`src/rtl/fetch_if.sv`:
```
// Instruction-fetch bundle between fetch_unit, the memory instruction port and decode/execute.
// Interrupt signals exist only when FETCH_INTR_EN is defined.
interface fetch_if #(
  parameter int ADDR_WIDTH = 8,
  parameter int DATA_WIDTH = 8
);
  logic [ADDR_WIDTH-1:0] I_addr;
  logic [DATA_WIDTH-1:0] I_data;
  logic                  stall;
  logic                  flush_en;
  logic [ADDR_WIDTH-1:0] flush_addr;
  logic [DATA_WIDTH-1:0] instr;
  logic [DATA_WIDTH-1:0] imm;
  logic                  instr_valid;
  logic [ADDR_WIDTH-1:0] pc_out;
  logic [ADDR_WIDTH-1:0] pc_next;
`ifdef FETCH_INTR_EN
  logic                  intr;
  logic                  intr_ack;
  logic [ADDR_WIDTH-1:0] intr_pc;
`endif

  modport master (
    output I_addr, instr, imm, instr_valid, pc_out, pc_next,
    input  I_data, stall, flush_en, flush_addr
`ifdef FETCH_INTR_EN
    , input intr, output intr_ack, intr_pc
`endif
  );

  modport slave (
    input  I_addr, instr, imm, instr_valid, pc_out, pc_next,
    output I_data, stall, flush_en, flush_addr
`ifdef FETCH_INTR_EN
    , output intr, input intr_ack, intr_pc
`endif
  );
endinterface

```
`src/rtl/fetch_unit.sv`:
```
// Instruction fetch: owns the PC, loads the reset vector from Mem[0], assembles 1/2-byte
// instructions with stall and flush. Optional interrupt entry via Mem[1] under FETCH_INTR_EN.
module fetch_unit #(
  parameter int         ADDR_WIDTH = 8,
  parameter int         DATA_WIDTH = 8,
  parameter logic [3:0] LONG_OPC   = 4'hC
) (
  input logic      clk,
  input logic      rst,
  fetch_if.master  bus
);

  typedef enum logic [1:0] {
    RST_VEC,
    FETCH1,
    FETCH2
`ifdef FETCH_INTR_EN
    , INTR_VEC
`endif
  } state_t;

  state_t                state, state_d;
  logic [ADDR_WIDTH-1:0] pc, pc_d, pc_inc;
  logic [ADDR_WIDTH-1:0] pc1_q, pc1_d;
  logic [DATA_WIDTH-1:0] opc_q, opc_d;
  logic [DATA_WIDTH-1:0] instr_q, instr_d;
  logic [DATA_WIDTH-1:0] imm_q, imm_d;
  logic                  vld_q, vld_d;
  logic [ADDR_WIDTH-1:0] pc_out_q, pc_out_d;
  logic [ADDR_WIDTH-1:0] pc_next_q, pc_next_d;
`ifdef FETCH_INTR_EN
  logic                  intr_ack_q, intr_ack_d;
  logic [ADDR_WIDTH-1:0] intr_pc_q, intr_pc_d;
`endif

  // Modulo 2^ADDR_WIDTH, so a long instruction at the top address fetches its immediate from 0
  assign pc_inc = pc + ADDR_WIDTH'(1);

  always_comb begin
    bus.I_addr = pc;
    case (state)
      RST_VEC:  bus.I_addr = '0;
`ifdef FETCH_INTR_EN
      INTR_VEC: bus.I_addr = ADDR_WIDTH'(1);
`endif
      default:  bus.I_addr = pc;
    endcase
  end

  always_comb begin
    state_d   = state;
    pc_d      = pc;
    pc1_d     = pc1_q;
    opc_d     = opc_q;
    instr_d   = instr_q;
    imm_d     = imm_q;
    vld_d     = vld_q;
    pc_out_d  = pc_out_q;
    pc_next_d = pc_next_q;
`ifdef FETCH_INTR_EN
    intr_ack_d = intr_ack_q;
    intr_pc_d  = intr_pc_q;
`endif
    if (bus.flush_en) begin
      pc_d    = bus.flush_addr;
      state_d = FETCH1;
      vld_d   = 1'b0;
`ifdef FETCH_INTR_EN
      intr_ack_d = 1'b0;
`endif
    end else if (!bus.stall) begin
      vld_d = 1'b0;
`ifdef FETCH_INTR_EN
      intr_ack_d = 1'b0;
`endif
      case (state)
        RST_VEC: begin
          pc_d    = ADDR_WIDTH'(bus.I_data);
          state_d = FETCH1;
        end
        FETCH1: begin
`ifdef FETCH_INTR_EN
          if (bus.intr) begin
            intr_pc_d = pc;
            state_d   = INTR_VEC;
          end else
`endif
          if (bus.I_data[7:4] == LONG_OPC) begin
            opc_d   = bus.I_data;
            pc1_d   = pc;
            pc_d    = pc_inc;
            state_d = FETCH2;
          end else begin
            instr_d   = bus.I_data;
            imm_d     = '0;
            pc_out_d  = pc;
            pc_next_d = pc_inc;
            vld_d     = 1'b1;
            pc_d      = pc_inc;
          end
        end
        FETCH2: begin
          instr_d   = opc_q;
          imm_d     = bus.I_data;
          pc_out_d  = pc1_q;
          pc_next_d = pc_inc;
          vld_d     = 1'b1;
          pc_d      = pc_inc;
          state_d   = FETCH1;
        end
`ifdef FETCH_INTR_EN
        INTR_VEC: begin
          pc_d       = ADDR_WIDTH'(bus.I_data);
          intr_ack_d = 1'b1;
          state_d    = FETCH1;
        end
`endif
        default: state_d = RST_VEC;
      endcase
    end
  end

  always_ff @(posedge clk) begin
    if (rst) begin
      state     <= RST_VEC;
      pc        <= '0;
      pc1_q     <= '0;
      opc_q     <= '0;
      instr_q   <= '0;
      imm_q     <= '0;
      vld_q     <= 1'b0;
      pc_out_q  <= '0;
      pc_next_q <= '0;
`ifdef FETCH_INTR_EN
      intr_ack_q <= 1'b0;
      intr_pc_q  <= '0;
`endif
    end else begin
      state     <= state_d;
      pc        <= pc_d;
      pc1_q     <= pc1_d;
      opc_q     <= opc_d;
      instr_q   <= instr_d;
      imm_q     <= imm_d;
      vld_q     <= vld_d;
      pc_out_q  <= pc_out_d;
      pc_next_q <= pc_next_d;
`ifdef FETCH_INTR_EN
      intr_ack_q <= intr_ack_d;
      intr_pc_q  <= intr_pc_d;
`endif
    end
  end

  assign bus.instr       = instr_q;
  assign bus.imm         = imm_q;
  assign bus.instr_valid = vld_q;
  assign bus.pc_out      = pc_out_q;
  assign bus.pc_next     = pc_next_q;
`ifdef FETCH_INTR_EN
  assign bus.intr_ack    = intr_ack_q;
  assign bus.intr_pc     = intr_pc_q;
`endif

endmodule

```
`src/flat_wrapper.sv`:
```
// flat-port wrapper written by rule: the top's interface ports become plain ports
module fetch_unit_flat 
#(
  parameter int         ADDR_WIDTH = 8,
  parameter int         DATA_WIDTH = 8,
  parameter logic [3:0] LONG_OPC   = 4'hC
)
  (clk, rst, bus_I_addr, bus_instr, bus_imm, bus_instr_valid, bus_pc_out, bus_pc_next, bus_I_data, bus_stall, bus_flush_en, bus_flush_addr);
  fetch_if #(.ADDR_WIDTH(ADDR_WIDTH), .DATA_WIDTH(DATA_WIDTH)) bus_i ();
  input logic clk;
  input logic rst;
  output wire logic [$bits(bus_i.I_addr)-1:0] bus_I_addr;
  output wire logic [$bits(bus_i.instr)-1:0] bus_instr;
  output wire logic [$bits(bus_i.imm)-1:0] bus_imm;
  output wire logic [$bits(bus_i.instr_valid)-1:0] bus_instr_valid;
  output wire logic [$bits(bus_i.pc_out)-1:0] bus_pc_out;
  output wire logic [$bits(bus_i.pc_next)-1:0] bus_pc_next;
  input wire logic [$bits(bus_i.I_data)-1:0] bus_I_data;
  input wire logic [$bits(bus_i.stall)-1:0] bus_stall;
  input wire logic [$bits(bus_i.flush_en)-1:0] bus_flush_en;
  input wire logic [$bits(bus_i.flush_addr)-1:0] bus_flush_addr;
  assign bus_I_addr = bus_i.I_addr;
  assign bus_instr = bus_i.instr;
  assign bus_imm = bus_i.imm;
  assign bus_instr_valid = bus_i.instr_valid;
  assign bus_pc_out = bus_i.pc_out;
  assign bus_pc_next = bus_i.pc_next;
  assign bus_i.I_data = bus_I_data;
  assign bus_i.stall = bus_stall;
  assign bus_i.flush_en = bus_flush_en;
  assign bus_i.flush_addr = bus_flush_addr;
  fetch_unit #(.ADDR_WIDTH(ADDR_WIDTH), .DATA_WIDTH(DATA_WIDTH), .LONG_OPC(LONG_OPC)) u_core (.clk(clk), .rst(rst), .bus(bus_i));
endmodule
```
`config.mk`:
```
export PLATFORM = sky130hd
export DESIGN_NAME = fetch_unit_flat
export DESIGN_NICKNAME = d
export VERILOG_FILES = /design/src/rtl/fetch_if.sv /design/src/rtl/fetch_unit.sv /design/src/flat_wrapper.sv
export SDC_FILE = /design/constraint.sdc
export NUM_CORES = 1
export LEC_CHECK = 0
export ABC_AREA = 1
export CAP_MARGIN = 20
export CORE_MARGIN = 2
export CORE_UTILIZATION = 23
export DETAILED_ROUTE_END_ITERATION = 16
export SKIP_LAST_GASP = 1
export SLEW_MARGIN = 10
export SYNTH_ARGS = -nofsm -noshare
export SYNTH_HDL_FRONTEND = slang
export SYNTH_SLANG_ARGS = --single-unit
```
`constraint.sdc`:
```
create_clock -name clk -period 3.9 [get_ports clk]
set_input_delay 0.78 -clock clk [delete_from_list [all_inputs] [get_ports clk]]
set_output_delay 0.78 -clock clk [all_outputs]
set_load 0.01 [all_outputs]
```
==> flow_summary.json <==
{
  "register_area_sq_um": 1180,
  "path_clk_slew_ns": 0.05,
  "ys.flop_type": "dfxtp_1",
  "worstMarginPinSlew_ns": 0.649,
  "die_x_microns": 114,
  "critPathArrivalTime_ns": 1.91,
  "cp-end-kind": "output port",
  "leakage_nw": 1.38,
  "clkLatencyLatePin_ns": 0.32,
  "cts.htree.levels": 3,
  "clk_path_buf_depth": 2,
  "fin_crit_sh_pct": 69.1,
  "cts_hold_buffers": 0,
  "rsz0062_at_grt": "false",
  "core_sq_um": 12000,
  "totalWireLength_microns": 7700,
  "max_freq_ghz": 0.371,
  "syn-cell-area_sq_um": 2810,
  "syn-instance-count": 374,
  "r2r-end": "u_core.bus.pc_next[0]$_SDFFE_PP0P_",
  "finalWorstSetupSlack_ns": 1.21,
  "cp-endpoint": "bus_I_addr[7]",
  "yosysWarnings": 0,
  "die-area_sq_um": 13100,
  "drive_above_1_share_pct": 11.2,
  "overflow": 0,
  "routed_via_density": 4.50,
  "grt_pass1_vias": 2443,
  "ctsResizeCount": 0,
  "antenna_found_initial": 0,
  "cap_violations": 0,
  "vias": 2599,
  "cts_sinks": 59,
  "start_util_pct": 23.5,
  "ys_types": 31,
  "fp.dieH_microns": 114,
  "syn_to_final_growth_pct": 34.0,
  "grt_max_degree": 41,
  "ys_ff_latch": 59,
  "cts-buffers-inserted": 9,
  "dr.pass1.iters": 4,
  "fill_cells": 1267,
  "synth-edff-count": 0,
  "multi_input_area_sq_um": 1370,
  "antenna_cells": 0,
  "finalCriticalPeriod_ns": 2.69,
  "port_buffers": 60,
  "cts_root_buffer": "clkbuf_16",
  "hold_violations": 0,
  "r2r_cells": 9,
  "worstHoldPathType": "flip-flop to flip-flop",
  "slew_headroom_pct": 56.7,
  "cp-start-kind": "flip-flop",
  "vdd_drop_max_v": 0.000182,
  "drc": 0,
  "status": "finished clean",
  "place_ws_ns": 1.01,
  "worstReg2RegStart": "u_core.state[0]$_SDFFE_PP0P_",
  "wl_per_cell_microns": 13.3,
  "crit_start": "u_core.state[0]$_SDFFE_PP0P_",
  "synthesis.nets": 400,
  "ioPinCount": 61,
  "r2r_slack_ns": 1.72,
  "postCtsSetupBuffers": 0,
  "gp_congestion": 0.894,
  "setup_tns_ns": 0,
  "power.density_nw_per_um2": 439,
  "nNetsFinal": 451,
  "syn_avg_cell_area_sq_um": 7.50,
  "finClkSkew_ns": 0.00551,
  "drt_iter0_drc": 161,
  "yosysSeqAreaShare_pct": 42.1,
  "ys_async_sr_fraction_pct": 0,
  "groute.usage.overall_pct": 12.1,
  "path_max_fanout": 10,
  "critical_path_required_ns": 3.12,
  "setup_viol_count_final": 0,
  "grt_pass1_wl_microns": 12300,
  "slew_viol_final": 0,
  "min_path_cells": 2,
  "cts_tree": "done",
  "drtAntennaViolNets": 0,
  "place_hpwl_microns": 5700,
  "worst-setup-path-type": "flip-flop to output port",
  "row_count": 40
}
-- layer usage --
| layer | track usage, % | vias up | share of wire (%) |
|---|---|---|---|
| met3 | 4.34 | 9 | 6.1 |
| li1 | - | 1342 | - |
| met1 | 15.3 | 1177 | 47 |
| met5 | 0 | - | 0 |
| met2 | 19.1 | 71 | 45 |
| met4 | 4.07 | 0 | 1.0 |
-- cells in the final DEF, fill, tap and decap left out, types with 9 or more instances in the layout --
master	instances
nor2_1	61
clkdlybuf4s50_1	60
dfxtp_1	59
nand2_1	57
o21ai_0	46
a21oi_1	38
inv_1	22
o21ai_1	11
nand3_1	10
clkbuf_16	9
-- final cells by class --
type                       instances  area share (%)
sequential                        59            31.4
inverter                          28            2.90
clock inverter                     5            1.40
multi-input combinational        264            36.4
timing repair buffer              63            16.6
tap                              147            4.89
clock buffer                      11            6.46
-- sequential cells by signal, summed over array words and instances, names as in the netlist --
name and flops:
u_core.state 2, u_core.opc_q 8, u_core.bus.instr 8, u_core.bus.pc_out 8
u_core.bus.instr_valid 1, u_core.bus.pc_next 8, u_core.pc 8, u_core.pc1_q 8
u_core.bus.imm 8
-- synth_stat cells, drive strengths merged (2+ instances only) --
| library cell | instances | area [sq um] |
|---|---|---|
| clkbuf | 6 | 22.5 |
| nor2 | 65 | 264 |
| dfxtp | 59 | 1180 |
| nand2 | 59 | 236 |
| o21ai | 58 | 294 |
| inv | 27 | 104 |
| nand4 | 2 | 27.5 |
| nand3 | 18 | 130 |
| buf | 17 | 126 |
| a21oi | 46 | 260 |
| ha | 6 | 75.1 |
| o211ai | 5 | 37.5 |
-- worst min-delay path by stage --
stage | start | to
final | u_core.opc_q[4]$_SDFFE_PP0P_ | u_core.opc_q[4]$_SDFFE_PP0P_
after global placement | u_core.opc_q[4]$_SDFFE_PP0P_ | u_core.opc_q[4]$_SDFFE_PP0P_
after global routing | u_core.opc_q[4]$_SDFFE_PP0P_ | u_core.opc_q[4]$_SDFFE_PP0P_
after floorplan | u_core.opc_q[4]$_SDFFE_PP0P_ | u_core.opc_q[4]$_SDFFE_PP0P_
after CTS | u_core.opc_q[4]$_SDFFE_PP0P_ | u_core.opc_q[4]$_SDFFE_PP0P_
after detailed placement | u_core.opc_q[4]$_SDFFE_PP0P_ | u_core.opc_q[4]$_SDFFE_PP0P_
-- metrics by stage --
stage	hold WS [ns]	utilization, %	instance area (sq um)	instances	total power [mW]
6_report	0.440	31.4	3760	577	1.65
5_1_grt	0.471	31.4	3760	577	1.73
4_1_cts	0.442	31.4	3760	577	1.67
3_5_place_dp	0.431	29.0	3460	561	0.890
3_3_place_gp	0.428	29.0	3460	561	0.888
2_1_floorplan	0.417	-	2810	374	0.794
-- kinds of logic after synthesis --
family,after synthesis,share of synthesized area [%]
compound gates,113,22.3
xor+xnor,1,0.312
fa+ha+maj,6,2.68
buf+inv,51,9.19
flops,59,42.1
simple gates,144,23.5
-- worst max-delay path, cell delays in order, from the launching register on --
cell and delay [ns]:
dfxtp_1 0.40, inv_1 0.09, ha_1 0.35, nor2_1 0.17
clkdlybuf4s50_1 0.58
-- report_power, final --
group	internal [mW]	leakage (nW)	switching [mW]
registers	0.629	0.480	0.0210
clock network	0.508	0.145	0.267
logic	0.0941	0.750	0.133
total	1.23	1.38	0.420
No activity file was read; power rests on OpenSTA's default activity.
